### config.mk
export PLATFORM = sky130hd
export DESIGN_NAME = ram_fifo_ctrl
export DESIGN_NICKNAME = d
export VERILOG_FILES = /design/src/rtl/ram_fifo_pkg.sv /design/src/rtl/ram_fifo_ptr.sv /design/src/rtl/ram_fifo_ctrl.sv
export SDC_FILE = /design/constraint.sdc
export NUM_CORES = 1
export LEC_CHECK = 0
export ABC_AREA = 1
export CORE_MARGIN = 1.5
export CORE_UTILIZATION = 35
export CTS_CLUSTER_SIZE = 28
export DETAILED_ROUTE_END_ITERATION = 10
export DONT_BUFFER_PORTS = 1
export MAX_ROUTING_LAYER = met4
export PLACE_DENSITY = 0.54
export SLEW_MARGIN = 5
export SYNTH_ARGS = -nofsm -noshare
export SYNTH_HDL_FRONTEND = slang
export SYNTH_SLANG_ARGS = --single-unit
export TNS_END_PERCENT = 20
### constraint.sdc
create_clock -name clk -period 2.1 [get_ports clk]
set_clock_uncertainty 0.1 [all_clocks]
set_input_delay 0.42 -clock clk [delete_from_list [all_inputs] [get_ports clk]]
set_output_delay 0.42 -clock clk [all_outputs]
set_load 0.05 [all_outputs]
### src/rtl/ram_fifo_pkg.sv
// ram_fifo_pkg: shared state encoding and default geometry for the RAM-backed FIFO controller
package ram_fifo_pkg;
  localparam int ADDR_W_DEF = 5;
  localparam int DATA_W_DEF = 8;
  localparam int DEPTH_DEF  = 32;
  typedef enum logic {IDLE, RD_WAIT} state_t;
endpackage

### src/rtl/ram_fifo_ptr.sv
// ram_fifo_ptr: wrapping RAM address pointer with increment enable
module ram_fifo_ptr
  import ram_fifo_pkg::*;
#(
  parameter int ADDR_W = ADDR_W_DEF
) (
  input  logic              clk,
  input  logic              reset,
  input  logic              inc,
  output logic [ADDR_W-1:0] ptr
);
  // advance on each access; natural overflow wraps modulo DEPTH
  always_ff @(posedge clk or posedge reset)
    if (reset) ptr <= '0;
    else if (inc) ptr <= ptr + ADDR_W'(1);
endmodule

### src/rtl/ram_fifo_ctrl.sv
// ram_fifo_ctrl: valid/ready FIFO controller over a single-port registered-read RAM; RAM_FIFO_BYPASS_EN enables empty-FIFO bypass
module ram_fifo_ctrl
  import ram_fifo_pkg::*;
#(
  parameter int ADDR_W = ADDR_W_DEF,
  parameter int DATA_W = DATA_W_DEF,
  parameter int DEPTH  = DEPTH_DEF
) (
  input  logic              clk,
  input  logic              reset,
  input  logic              push_valid,
  output logic              push_ready,
  input  logic [DATA_W-1:0] push_data,
  output logic              pop_valid,
  input  logic              pop_ready,
  output logic [DATA_W-1:0] pop_data,
  output logic [ADDR_W:0]   count,
  output logic [ADDR_W-1:0] ram_address,
  output logic [DATA_W-1:0] ram_data_in,
  output logic              ram_write_enb,
  output logic              ram_read_enb,
  input  logic [DATA_W-1:0] ram_data_out
);
  state_t            state;
  logic [ADDR_W:0]   mem_count;
  logic [ADDR_W-1:0] wr_ptr, rd_ptr;
  logic              read_issue, write_issue, bypass, push_hs, pop_hs;

  // RAM strobes are combinational so a read issued now lands in pop_data two edges later; reads win the port
  always_comb begin
    read_issue    = (state == IDLE) && (mem_count != '0) && !pop_valid;
    push_ready    = !reset && (mem_count < (ADDR_W+1)'(DEPTH)) && !read_issue;
    push_hs       = push_valid && push_ready;
`ifdef RAM_FIFO_BYPASS_EN
    bypass        = push_hs && (state == IDLE) && (mem_count == '0) && !pop_valid;
`else
    bypass        = 1'b0;
`endif
    write_issue   = push_hs && !bypass;
    pop_hs        = pop_valid && pop_ready;
    ram_read_enb  = read_issue;
    ram_write_enb = write_issue;
    ram_address   = read_issue ? rd_ptr : wr_ptr;
    ram_data_in   = push_data;
  end

  ram_fifo_ptr #(.ADDR_W(ADDR_W)) u_wr_ptr (.clk(clk), .reset(reset), .inc(write_issue), .ptr(wr_ptr));
  ram_fifo_ptr #(.ADDR_W(ADDR_W)) u_rd_ptr (.clk(clk), .reset(reset), .inc(read_issue),  .ptr(rd_ptr));

  // read FSM plus occupancy counters and the output word register
  always_ff @(posedge clk or posedge reset)
    if (reset) begin
      state     <= IDLE;
      mem_count <= '0;
      count     <= '0;
      pop_valid <= 1'b0;
      pop_data  <= '0;
    end else begin
      state     <= read_issue ? RD_WAIT : IDLE;
      mem_count <= write_issue ? mem_count + (ADDR_W+1)'(1) : read_issue ? mem_count - (ADDR_W+1)'(1) : mem_count;
      count     <= (push_hs && !pop_hs) ? count + (ADDR_W+1)'(1) : (pop_hs && !push_hs) ? count - (ADDR_W+1)'(1) : count;
      pop_valid <= (state == RD_WAIT) || bypass || (pop_valid && !pop_ready);
      pop_data  <= (state == RD_WAIT) ? ram_data_out : bypass ? push_data : pop_data;
    end
endmodule

==> run_results.csv, run 1 <==
group,metric,value,unit
outcome,status,"completed",
worst_setup_path,endpoint_kind,"flip-flop",
sta,whs,117,ps
clock_tree,cts_tree,"yes",
sta,worst_pin_slew,526,ps
sta,rsz0062_at_grt,"true",
synth,syn_inst,229,
min_path,holdPathStages,1,
flow_run,cap_violations,0,
synth,avgSynthCellArea,8.17,µm²
synth,ys_warn_count,0,
worst_setup_path,startpoint_type,"flip-flop",
synth,yosysTopAreaCell,"dfrtp_1",
detailed_routing,routed_via_density,4.52,
detailed_routing,highest_layer,"met4",
final_layout,instances_no_fill,334,
clock_tree,clock-sinks,32,
die,core,5140,µm²
worst_setup_path,r2r_slack,30,ps
detailed_routing,wl_met3,271,µm
clock_tree,root_buffer,"clkbuf_8",
sta,min_period,2070,ps
global_routing,grt_max_degree,18,
sta,fin_crit_sh,98.8,%
sta,maxSlewViolCount,0,
sta,fmax,482,MHz
min_path,min_path_type,"primary input to flip-flop",
sta,max_slew_margin,65.0,%
placement,port_buffers,0,
clock_tree,cts_buffers,5,
clock_tree,clk_pin_slew,70,ps
worst_setup_path,crit_path_max_fanout,6,
placement,dp.cells,315,
final_layout,syn_to_final_growth,33.8,%
synth,synth.distinct_cells,23,
worst_setup_path,rr_worst_depth,11,
detailed_routing,wl_per_cell,11.8,µm
global_routing,antenna_found_initial,0,
global_routing,grt_use_total,15.0,%
worst_setup_path,timing.rr.end,"mem_count[4]",
die,die-area,5790,µm²
detailed_routing,wl_met2,1.75,mm
placement,place.gp.congestion,0.800,
clock_tree,clockBufferDepth,2,
synth,ys_ff_latch,32,
synth,netlist_top_cells_area,"dfrtp_1 (43%), nand2_1 (17%), ha_1 (7.4%)",
final_layout,antennaDiodeCount,0,
synth,seq_area_frac_synth,42.8,%
detailed_routing,vias,1510,
die,pin_count,51,
global_routing,grt_pass1_vias,1451,
detailed_routing,ant_nets,0,
final_layout,drive_gt1_share,33.0,%
synth,netlist_area,1870,µm²
sta,fin_setup_tns,0,ps
clock_tree,insertion_delay,280,ps
synth,synth_top_area_share,42.8,%
sta,hold_viol_final,0,
global_routing,grt_pass1_wl,6.71,mm
synth,synthesis.nets,262,
die,fp.dieH,76.1,µm
die,die_x,76.1,µm
global_routing,grt_overflow,0,
die,start_util,36.4,%
clock_tree,cts.htree.levels,2,
final_layout,postLayoutCoreUtil,48.7,%
detailed_routing,wl_met1,1.86,mm
worst_setup_path,cp.arrival,2150,ps
detailed_routing,drc,0,
min_path,min_from,"pop_ready",
final_layout,fin_nets,296,
worst_setup_path,path_class,"flip-flop to flip-flop",
die,rows,26,
placement,dp_hpwl,2.88,mm
sta,setup_viol,0,
detailed_routing,wl,3.93,mm
min_path,hold_end,"pop_valid",
worst_setup_path,r2r-start,"mem_count[3]",
worst_setup_path,worstPathRequired,2170,ps
detailed_routing,first_pass_iters,4,
detailed_routing,drt_iter0_drc,33,
critical path: stages (launching register included):
cell	delay, ps
dfrtp_1	410
nor2_2	100
nand3_2	100
nand2_4	90
nand3_4	90
buf_4	200
fa_1	450
nand3_1	100
nand2_1	70
xor2_1	140
nand2_1	60
nand2_1	50
worst max path at each step:
stage	end	depth (start not counted)	startpoint
2_1_floorplan	count[5]	15	pop_valid
3_3_place_gp	count[4]	14	mem_count[5]
3_5_place_dp	count[4]	14	mem_count[5]
4_1_cts	count[4]	14	mem_count[4]
5_1_grt	count[5]	16	mem_count[1]
6_report	mem_count[4]	11	mem_count[3]
per-stage QoR:
stage	area, µm²	worst slack (ps)
after floorplan	1960	-265
after global placement	2170	-2.29
after detailed placement	2170	-66.4
after CTS	2380	-23.5
after global routing	2500	-106
final	2500	25.4
placed cells by master, fill, tap and decap left out, drive strengths merged, types with 7 or more instances in the layout:
| cell type | netlist | final |
|---|---|---|
| nand2 | 87 | 87 |
| buf | 12 | 39 |
| dfrtp | 32 | 32 |
| inv | 22 | 21 |
| nand3 | 13 | 13 |
| o21ai | 13 | 13 |
| nor2 | 12 | 12 |
| ha | 11 | 11 |
| xnor2 | 8 | 8 |
| clkbuf | 1 | 8 |
| a21oi | 7 | 7 |
flip-flops by register name (all words and copies together) (netlist names):
signal and cells:
count 6, state 1, u_rd_ptr.ptr 5, pop_data 8
mem_count 6, u_wr_ptr.ptr 5, pop_valid 1
cells in the mapped netlist, drive strengths merged:
cell type	n
clkinv	1
nor3	1
fa	2
ha	11
xor2	5
dfrtp	32
a21oi	7
inv	22
xnor2	8
nor2	12
nand3	13
clkbuf	1
nand4	2
o21ai	13
buf	12
nand2	87
timing repair:
action | CTS | global route
hold endpoints to repair | 32 | 0
endpoints found under the setup margin | 9 | 14
resized for setup | 12 | 27
hold buffers | 1 | 0
buffers inserted | 5 | 5
pin swaps | 5 | 10
per-layer routing:
metal | track usage (%) | up-vias
met4 | 5.00 | 0
li1 | - | 778
met5 | - | -
met1 | 19.4 | 691
met2 | 21.5 | 34
met3 | 5.63 | 7
cell type report:
cell class              instances  area, µm²
repair buffers                 40        354
clock buffers                   8        100
multi-input cells             161       1060
fillers                       517       2640
flip-flops and latches         32        802
inverters                      23        100
well taps                      70       87.6
logic make-up (layout without fill, tap and decap cells):
kind of cell / after synthesis / after routing / synth area share, %
buffers and inverters: 36 / 71 / 10.2
DFF: 32 / 32 / 42.8
adders and majority gates: 13 / 13 / 9.50
and+or+nand+nor: 115 / 115 / 25.2
AOI/OAI and AO/OA: 20 / 20 / 5.75
xor gates and xnor gates: 13 / 13 / 6.49
Power of run 1 is not shown: default switching activity piles up to over one toggle a cycle in this logic, so the estimate is an artifact.
==> run 2, diff against run 1 <==
--- a/config.mk
+++ b/config.mk
@@ -11,6 +11,7 @@
 export CTS_CLUSTER_SIZE = 28
 export DETAILED_ROUTE_END_ITERATION = 10
 export DONT_BUFFER_PORTS = 1
+export HOLD_SLACK_MARGIN = 0.15
 export MAX_ROUTING_LAYER = met4
 export PLACE_DENSITY = 0.54
 export SLEW_MARGIN = 5
==> run_results.csv, run 2 (synthesis results as in run 1) <==
group,metric,value,unit
sta,hold_viol_final,0,
sta,rsz0062_at_grt,"true",
die,fp.dieH,76.1,µm
sta,whs,153,ps
clock_tree,cts_buffers,5,
flow_run,cap_violations,0,
outcome,status,"completed",
global_routing,grt_use_total,15.1,%
sta,min_period,2070,ps
sta,fin_crit_sh,98.8,%
placement,dpl_cell_area,2170,µm²
detailed_routing,ant_nets,0,
sta,maxSlewViolCount,0,
die,die-area,5790,µm²
die,core,5140,µm²
detailed_routing,wl,3.97,mm
worst_setup_path,startpoint_type,"flip-flop",
detailed_routing,first_pass_iters,4,
clock_tree,cts_tree,"yes",
die,die_x,76.1,µm
final_layout,register_area,802,µm²
global_routing,antenna_found_initial,0,
global_routing,grt_overflow,0,
final_layout,syn_to_final_growth,35.9,%
final_layout,final_common_cell,"nand2_1",
worst_setup_path,endpoint_kind,"flip-flop",
min_path,min_path_type,"primary input to flip-flop",
worst_setup_path,crit_path_max_fanout,6,
final_layout,design_area,2540,µm²
die,start_util,36.4,%
die,rows,26,
detailed_routing,drt_iter0_drc,32,
final_layout,top_register,"pop_data",
worst_setup_path,path_class,"flip-flop to flip-flop",
worst_setup_path,worstPathRequired,2170,ps
worst_setup_path,cp.arrival,2150,ps
global_routing,grt_pass1_wl,6.80,mm
clock_tree,clockBufferDepth,2,
placement,dp_hpwl,2.88,mm
final_layout,reg_top3,"pop_data x8, count x6, mem_count x6",
global_routing,grt_max_degree,18,
sta,max_slew_margin,65.0,%
final_layout,multiInputGateArea,1060,µm²
detailed_routing,routed_via_density,4.53,
placement,port_buffers,0,
clock_tree,clk_pin_slew,70,ps
final_layout,antennaDiodeCount,0,
sta,setup_viol,0,
sta,worst_pin_slew,526,ps
final_layout,layout_common_cells,"nand2_1 (78), dfrtp_1 (31), buf_4 (31)",
clock_tree,root_buffer,"clkbuf_8",
detailed_routing,wl_per_cell,11.7,µm
detailed_routing,vias,1531,
placement,place.gp.congestion,0.800,
die,pin_count,51,
final_layout,fin_nets,300,
detailed_routing,drc,0,
final_layout,drive_gt1_share,32.5,%
sta,fmax,482,MHz
clock_tree,insertion_delay,280,ps
final_layout,fillers,513,
clock_tree,clock-sinks,32,
clock_tree,cts.htree.levels,2,
global_routing,grt_pass1_vias,1478,
final_layout,largest_register_ffs,8,
[run 2: area by class of cell]
type	count	share of cell area, %
clock buffer	8	3.94
sequential	32	31.5
multi-input combinational	161	41.6
tap	70	3.44
timing repair buffer	44	15.5
inverter	23	3.94
[run 2: path summary, 6_finish.rpt]
| path | start | endpoint | slack [ps] | cells past startpoint |
|---|---|---|---|---|
| setup reg to reg | mem_count[3] | mem_count[4] | 30 | 11 |
| hold reg to reg | u_rd_ptr.ptr[4] | u_rd_ptr.ptr[4] | 420 | 2 |
| hold / removal | ram_data_out[4] | pop_data[4] | 150 | 2 |
| setup / recovery | mem_count[3] | mem_count[4] | 30 | 11 |
| max in group asynchronous | reset | pop_valid | 1170 | 3 |
| min in group asynchronous | reset | u_wr_ptr.ptr[4] | 530 | 3 |
[run 2: critical path, cell delays in order, from the launching register on]
cell and delay [ps]:
dfrtp_1 410, nor2_2 100, nand3_2 100, nand2_4 90
nand3_4 90, buf_4 200, fa_1 450, nand3_1 100
nand2_1 70, xor2_1 140, nand2_1 60, nand2_1 50
[run 2: metrics by stage]
| step | TNS (ps) | worst slack [ps] | utilization [%] | instances |
|---|---|---|---|---|
| after floorplan | -1260 | -265 | - | 229 |
| after global placement | -2.29 | -2.29 | 42.3 | 315 |
| after detailed placement | -87.9 | -66.4 | 42.3 | 315 |
| after CTS | -40.0 | -23.5 | 47.2 | 333 |
| after global routing | -474 | -106 | 49.5 | 338 |
| final | 0 | 25.3 | 49.5 | 338 |
[run 2: layer usage]
layer	vias to the layer above	wire [µm]	GRT usage (%)
met4	0	47	5.00
met2	34	1770	21.9
li1	786	-	-
met3	7	277	5.75
met5	-	0	-
met1	704	1870	19.5
[run 2: timing repair]
action,CTS,global route
gates resized for setup,12,27
cloned,0,0
setup buffers,5,5
endpoints found under the hold margin,36,0
hold buffers,5,0
endpoints found under the setup margin,9,14
pin swaps,5,10
Power of run 2 is left out for the same reason.
==> run 3, diff against run 2 <==
--- a/config.mk
+++ b/config.mk
@@ -6,6 +6,7 @@
 export NUM_CORES = 1
 export LEC_CHECK = 0
 export ABC_AREA = 1
+export ABC_CLOCK_PERIOD_IN_PS = 2100
 export CORE_MARGIN = 1.5
 export CORE_UTILIZATION = 35
 export CTS_CLUSTER_SIZE = 28
@@ -17,5 +18,6 @@
 export SLEW_MARGIN = 5
 export SYNTH_ARGS = -nofsm -noshare
 export SYNTH_HDL_FRONTEND = slang
+export SYNTH_HIERARCHICAL = 1
 export SYNTH_SLANG_ARGS = --single-unit
 export TNS_END_PERCENT = 20
==> run_results.csv, run 3 <==
group,metric,value,unit
final_layout,reg_top3,"pop_data x8, count x6, mem_count x6",
detailed_routing,drt_iter0_drc,54,
synth,ys_warn_count,6,
global_routing,grt_max_degree,19,
synth,synth_edf_count,0,
die,core,5140,µm²
worst_setup_path,cp-startpoint,"mem_count[4]",
sta,max_slew_margin,54.6,%
worst_setup_path,timing.rr.end,"count[4]",
worst_setup_path,crit_path_max_fanout,5,
sta,fmax,484,MHz
synth,seq_area_frac_synth,42.6,%
detailed_routing,drc,0,
synth,syn_inst,234,
worst_setup_path,endpoint,"count[4]",
final_layout,largest_register_ffs,8,
synth,ys_ff_latch,32,
worst_setup_path,worstPathRequired,2170,ps
worst_setup_path,r2r_slack,30,ps
synth,yosysMostFrequentCell,"nand2_1",
synth,avgSynthCellArea,8.04,µm²
final_layout,layout_common_cells,"nand2_1 (84), dfrtp_1 (31), inv_1 (20)",
final_layout,top_register,"pop_data",
flow_run,cap_violations,0,
worst_setup_path,startpoint_type,"flip-flop",
detailed_routing,wl_per_cell,12.1,µm
detailed_routing,wl,4.07,mm
sta,min_period,2070,ps
outcome,status,"completed",
synth,synthesis.nets,267,
global_routing,antenna_found_initial,0,
worst_setup_path,rr_worst_depth,14,
clock_tree,cts_tree,"yes",
synth,synth_flop_cell,"dfrtp_1",
sta,hold_viol_final,0,
worst_setup_path,r2r-start,"mem_count[4]",
clock_tree,clock-sinks,32,
die,die_x,76.3,µm
global_routing,grt_pass1_wl,7.25,mm
synth,netlist_top_cells_area,"dfrtp_1 (43%), nand2_1 (18%), ha_1 (7.3%)",
worst_setup_path,endpoint_kind,"flip-flop",
synth,synth_top_area_share,42.6,%
sta,worst_pin_slew,681,ps
global_routing,grt_pass1_vias,1614,
detailed_routing,vias,1530,
die,fp.dieH,76.3,µm
detailed_routing,routed_via_density,4.54,
clock_tree,clk_pin_slew,70,ps
placement,place.gp.congestion,0.770,
die,start_util,36.6,%
final_layout,drive_gt1_share,26.6,%
synth,ys_top_cells_by_count,"nand2_1 (88), dfrtp_1 (32), inv_1 (24)",
sta,rsz0062_at_grt,"true",
clock_tree,clockBufferDepth,2,
placement,dpl_cell_area,2230,µm²
die,pin_count,51,
synth,synth.distinct_cells,26,
final_layout,postLayoutCoreUtil,49.4,%
synth,netlist_area,1880,µm²
placement,dpl_worst_slack,-21.6,ps
final_layout,antennaDiodeCount,0,
detailed_routing,ant_nets,0,
min_path,min_path_type,"primary input to flip-flop",
worst_setup_path,path_class,"flip-flop to flip-flop",
synth,yosysTopAreaCell,"dfrtp_1",
worst_setup_path,cp.arrival,2140,ps
global_routing,grt_use_total,16.1,%
final_layout,fin_nets,299,
sta,maxSlewViolCount,0,
clock_tree,cts_buffers,5,
final_layout,syn_to_final_growth,34.9,%
clock_tree,root_buffer,"clkbuf_8",
sta,setup_viol,0,
final_layout,final_common_cell,"nand2_1",
placement,dp_hpwl,2.91,mm
sta,postLayoutSetupSlackWorst,33.8,ps
clock_tree,cts.htree.levels,2,
synth,async_flop_share,100,%
clock_tree,insertion_delay,280,ps
die,rows,26,
sta,fin_crit_sh,98.4,%
die,die-area,5830,µm²
final_layout,design_area,2540,µm²
detailed_routing,first_pass_iters,4,
global_routing,grt_overflow,0,
placement,port_buffers,0,
## run 3: changes by cell type after synthesis, moves of 3 or more
cell / before / now
inv_1: 21 / 24
nand2_1: 85 / 88
nand3_1: 12 / 7
nor2_1: 11 / 18
o21ai_0: 11 / 7
## run 3: per-stage QoR
stage	instances	setup TNS (ps)	hold slack, ps
after detailed placement	320	-21.6	126
final	337	0	164
after CTS	336	-1.95	155
after floorplan	234	-1810	98.5
after global routing	337	-472	171
after global placement	320	0	124
## run 3: cells by family (layout without fill, tap and decap cells)
| family | after synthesis | in the layout | share of synthesized area [%] |
|---|---|---|---|
| buffers and inverters | 37 | 70 | 9.38 |
| AOI/OAI and AO/OA | 17 | 17 | 5.12 |
| adders and majority gates | 13 | 13 | 9.44 |
| DFF | 32 | 32 | 42.6 |
| and+or+nand+nor | 125 | 125 | 28.9 |
| xor gates and xnor gates | 10 | 10 | 4.65 |
## run 3: repair_timing
item,4_1_cts,5_1_grt
pin swaps,1,9
endpoints found under the hold margin,33,0
gates resized for setup,4,19
hold buffers,8,0
buffers inserted,0,1
cloned,0,0
endpoints found under the setup margin,8,13
## run 3: how the worst min path moves through the flow
stage | from | endpoint | cells past startpoint
2_1_floorplan | reset | u_rd_ptr/ptr[0] | 1
3_3_place_gp | reset | u_wr_ptr/ptr[1] | 1
3_5_place_dp | reset | u_wr_ptr/ptr[1] | 1
4_1_cts | ram_data_out[3] | pop_data[3] | 2
5_1_grt | ram_data_out[7] | pop_data[7] | 2
6_report | ram_data_out[3] | pop_data[3] | 2
## run 3: final cells by class
class	count	area (µm²)
Clock buffer	7	96.3
Sequential cell	32	802
Inverter	27	115
Fill cell	524	2600
Clock inverter	1	30.0
Tap cell	70	87.6
Multi-Input combinational cell	165	1040
Timing Repair Buffer	35	365
## run 3: per-layer routing
layer	wire, µm	GRT usage [%]	vias to the layer above
li1	-	-	782
met1	1830	18.4	711
met2	1960	26.9	31
met3	228	4.67	6
met4	56	5.74	0
met5	0	-	-
## run 3: worst max-delay path, stage by stage (launching register included)
cell and delay (ps):
dfrtp_1 380, nor2_1 130, nand3_2 100, nand2_4 80
nand3_4 90, clkinvlp_4 100, ha_4 160, inv_6 60
fa_2 350, nand2_2 70, a21oi_1 70, nor2_1 80
nand2_1 50, nand3_1 70, nand2_1 60
Power of run 3 is left out for the same reason.
